==> src/rtl/multiplier_4bits_version15.sv <==
// multiplier_4bits_version15: registered unsigned 4x4 -> 8 structural array multiplier
// Ports: clk (rising edge), rst (sync, active high), A/B (4-bit operands), product (8-bit A*B, registered)
// Build option MULT4_INPUT_REG_EN: registers A and B ahead of the array (latency 2 instead of 1)

module multiplier_4bits_version15_ha (
    input  logic a_i,
    input  logic b_i,
    output logic s_o,
    output logic c_o
);
    assign s_o = a_i ^ b_i;
    assign c_o = a_i & b_i;
endmodule

module multiplier_4bits_version15_fa (
    input  logic a_i,
    input  logic b_i,
    input  logic ci_i,
    output logic s_o,
    output logic c_o
);
    assign s_o = a_i ^ b_i ^ ci_i;
    assign c_o = (a_i & b_i) | (a_i & ci_i) | (b_i & ci_i);
endmodule

module multiplier_4bits_version15 (
    input  logic       clk,
    input  logic       rst,
    input  logic [3:0] A,
    input  logic [3:0] B,
    output logic [7:0] product
);
    logic [3:0] a_w, b_w;
`ifdef MULT4_INPUT_REG_EN
    logic [3:0] a_q, b_q;
    always_ff @(posedge clk) begin
        if (rst) begin
            a_q <= 4'h0;
            b_q <= 4'h0;
        end else begin
            a_q <= A;
            b_q <= B;
        end
    end
    assign a_w = a_q;
    assign b_w = b_q;
`else
    assign a_w = A;
    assign b_w = B;
`endif
    // pp[i][j] = A[j] & B[i], weight 2^(i+j)
    logic [3:0] pp [4];
    for (genvar i = 0; i < 4; i++) begin : g_pp
        assign pp[i] = a_w & {4{b_w[i]}};
    end
    // Stage 1 brings columns 3 and 4 down to three bits
    logic s1, c1, s2, c2;
    multiplier_4bits_version15_ha u_ha1 (.a_i(pp[0][3]), .b_i(pp[1][2]), .s_o(s1), .c_o(c1));
    multiplier_4bits_version15_ha u_ha2 (.a_i(pp[1][3]), .b_i(pp[2][2]), .s_o(s2), .c_o(c2));
    // Stage 2 brings every column down to two bits
    logic s3, c3, s4, c4, s5, c5, s6, c6;
    multiplier_4bits_version15_ha u_ha3 (.a_i(pp[0][2]), .b_i(pp[1][1]), .s_o(s3), .c_o(c3));
    multiplier_4bits_version15_fa u_fa1 (.a_i(s1), .b_i(pp[2][1]), .ci_i(pp[3][0]), .s_o(s4), .c_o(c4));
    multiplier_4bits_version15_fa u_fa2 (.a_i(s2), .b_i(pp[3][1]), .ci_i(c1), .s_o(s5), .c_o(c5));
    multiplier_4bits_version15_fa u_fa3 (.a_i(pp[2][3]), .b_i(pp[3][2]), .ci_i(c2), .s_o(s6), .c_o(c6));
    // Two rows over columns 1..6, index 0 is column 1
    logic [5:0] x, y, rc;
    logic [7:0] product_d, product_q;
    assign x = {pp[3][3], s6, s5, s4, s3, pp[0][1]};
    assign y = {c6, c5, c4, c3, pp[2][0], pp[1][0]};
    assign product_d[0] = pp[0][0];
    multiplier_4bits_version15_ha u_rc0 (.a_i(x[0]), .b_i(y[0]), .s_o(product_d[1]), .c_o(rc[0]));
    for (genvar g = 1; g < 6; g++) begin : g_rc
        multiplier_4bits_version15_fa u_rc (
            .a_i(x[g]), .b_i(y[g]), .ci_i(rc[g-1]), .s_o(product_d[g+1]), .c_o(rc[g])
        );
    end
    assign product_d[7] = rc[5];
    always_ff @(posedge clk) begin
        if (rst) product_q <= 8'h00;
        else     product_q <= product_d;
    end
    assign product = product_q;
endmodule

==> config.mk <==
export PLATFORM = sky130hd
export DESIGN_NAME = multiplier_4bits_version15
export DESIGN_NICKNAME = d
export VERILOG_FILES = /design/src/rtl/multiplier_4bits_version15.sv
export SDC_FILE = /design/constraint.sdc
export NUM_CORES = 1
export LEC_CHECK = 0
export ABC_AREA = 1
export CORE_MARGIN = 2
export CORE_UTILIZATION = 44
export CTS_CLUSTER_DIAMETER = 50
export DETAILED_ROUTE_END_ITERATION = 10
export HOLD_SLACK_MARGIN = 0.08
export PLACE_DENSITY = 0.76
export SLEW_MARGIN = 10
export SYNTH_ARGS = -nofsm -noshare
export SYNTH_HDL_FRONTEND = slang
export SYNTH_SLANG_ARGS = --single-unit
==> constraint.sdc <==
create_clock -name clk -period 4.1 [get_ports clk]
set_input_delay 1.025 -clock clk [delete_from_list [all_inputs] [get_ports clk]]
set_output_delay 1.025 -clock clk [all_outputs]
set_load 0.005 [all_outputs]
==> results.toml <==
[outcome]
outcome = "completed"

[sta]
finalSetupViolations = 0
maxSlewViolCount = 0
finalCriticalPeriod_ps = 3870
worstMarginPinSlew_ps = 419
max-slew-margin-rel = 0.720
clock.fmax_mhz = 258
hold_violations = 0
timing.final.crit_share = 0.944
rsz0062_at_grt = "false"

[die]
die_h_um = 40.4
io_pins = 18
dieArea_mm2 = 0.00163
start_util = 0.460
core.rowCount = 13
fp.dieW_um = 40.4
coreArea_mm2 = 0.00127

[synthesis]
ys_warn_count = 0
ys_top_cells_by_area = "dfxtp_1 (27%), fa_1 (27%), inv_1 (16%), nand2_1 (10%), ha_1 (8.6%)"
ys_seq_area_frac = 0.275
synthMostInstantiatedCell = "inv_1"
synthesis.nets = 92
syn_avg_cell_area_um2 = 8.33
synth_top_area_cell = "dfxtp_1"
synthCells = 70
synth_enable_flop_cells = 0
synth_top_area_share = 0.275
synthFlopType = "dfxtp_1"
synth-seq-cells = 8
ys_top_cells_by_count = "inv_1 (25), nand2_1 (16), dfxtp_1 (8), fa_1 (8)"
syn-cell-area_um2 = 583
async_flop_share = 0
yosysUniqueCellTypes = 9

[setup_path]
startpoint = "A[3]"
cp_slowest_cell = "fa_1"
cp.required_ps = 4230
cp_data_arrival_time_ps = 4000
end_kind = "flip-flop"
slowest_delay_ps = 530
path_depth = 13
critPathMostFrequentCell = "fa_1"
cp_top_family = "adder cells"
critPathKind = "in -> reg"
critPathMaxFanout = 2
cp_cell_sequence = "clkdlybuf4s50_1, nand2_1, inv_1, ha_1, fa_1, inv_1, fa_1, fa_1, inv_1, fa_1, fa_1, inv_1, nor2_2"
crit_path_start_kind = "input pin"
worst-path-buf-inv = 5

[clocking]
post_cts_buffers = 0
hold_buffers = 0
cts_buffers = 3
clk_path_buf_depth = 2
cts.sinks = 8
root_buffer = "clkbuf_4"
clkTransAtPathRegs_ps = 50
h-tree-depth = 1
cts_resized = 0
cts_tree = "yes"

[final_layout]
syn_to_final_growth_pct = 39.5
diodes = 0
largest_reg_flops = 8
utilization = 0.641
drive_above_1_share = 0.129
nNetsFinal = 117
fin_area_um2 = 813

[drt]
wirelength_um = 883
viasPerCell = 4.35
vias = 470
drt_first_pass_iters = 4
drc = 0
drtAntennaViolNets = 0
drt_iter0_markers = 5
post_drt_wl_per_cell_um = 8.18

[min_path]
holdPathEnd = "product[0]"
hold_class = "in -> reg"
min_from = "A[0]"
min_delay_path_depth = 3

[global_route]
grt_usage = 0.142
grt-ovfl-total = 0
grt_max_degree = 9
grt_pass1_vias = 399
grt_pass1_wl_um = 1520
antenna_found_initial = 0

[power_and_ir_drop]
finalPower_mw = 0.221
p_leak_nw = 0.464
vdd_drop_max_mv = 0.103
power_density_mw_per_mm2 = 271

[flow_run]
cap_viol_max_count = 0

[placed_design]
dpl.hpwl_um = 804
placed_area_um2 = 791
portBuffers = 17
gp_congestion = 0.788
[tightest hold or removal path, delay by kind of cell]
| family | cells | cell delay (ps) |
|---|---|---|
| buffers and inverters | 1 | 460 |
| AND/OR/NAND/NOR | 2 | 130 |
[layout make-up]
cell class                 instances  area (um2)
tap                               15        18.8
timing repair buffer              21         200
clock buffer                       3        22.5
fill                             114         455
sequential                         8         160
inverter                          25        93.8
multi-input combinational         36         318
[per-layer routing]
layer | global-route usage | up-vias | routed length, um
met5 | 0 | - | 0
met4 | 0.100 | 0 | 16
met3 | 0 | 2 | 35
met2 | 0.226 | 13 | 486
met1 | 0.184 | 219 | 345
li1 | - | 236 | -
[worst max path at each step]
stage	slack, ps	to
CTS	220	product[6]
floorplan	500	product[6]
detailed placement	-40	product[6]
global placement	-30	product[6]
finish	230	product[6]
global route	100	product[6]
[where the power goes]
part           switching, mW  internal (mW)
Combinational         0.0325         0.0411
Sequential           0.00201         0.0871
Clock                 0.0247         0.0333
Total                 0.0592          0.162
[stage by stage]
step,setup WS [ps],hold WS (ps),TNS (ps),instances
CTS,220,1410,0,108
global placement,-27.3,1680,-27.3,105
floorplan,499,1150,0,70
finish,230,1410,0,108
detailed placement,-38.8,1680,-38.8,105
global route,101,1450,0,108
[placed cells by master, fill, tap and decap left out]
cell and count:
nor2_4 1, nor2_1 3, fa_1 8, inv_1 25, clkbuf_4 3, clkdlybuf4s50_1 17, nor2_2 4, buf_4 4
dfxtp_1 8, nand2_1 16, ha_1 4
[kinds of logic (layout without fill, tap and decap cells)]
family | Yosys count | count (layout) | share of synthesized area
flip-flops | 8 | 8 | 0.275
adder cells (fa/ha/maj) | 12 | 12 | 0.361
AND/OR/NAND/NOR | 24 | 24 | 0.185
buffers and inverters | 26 | 49 | 0.180
(Power assumes the default switching activity.)
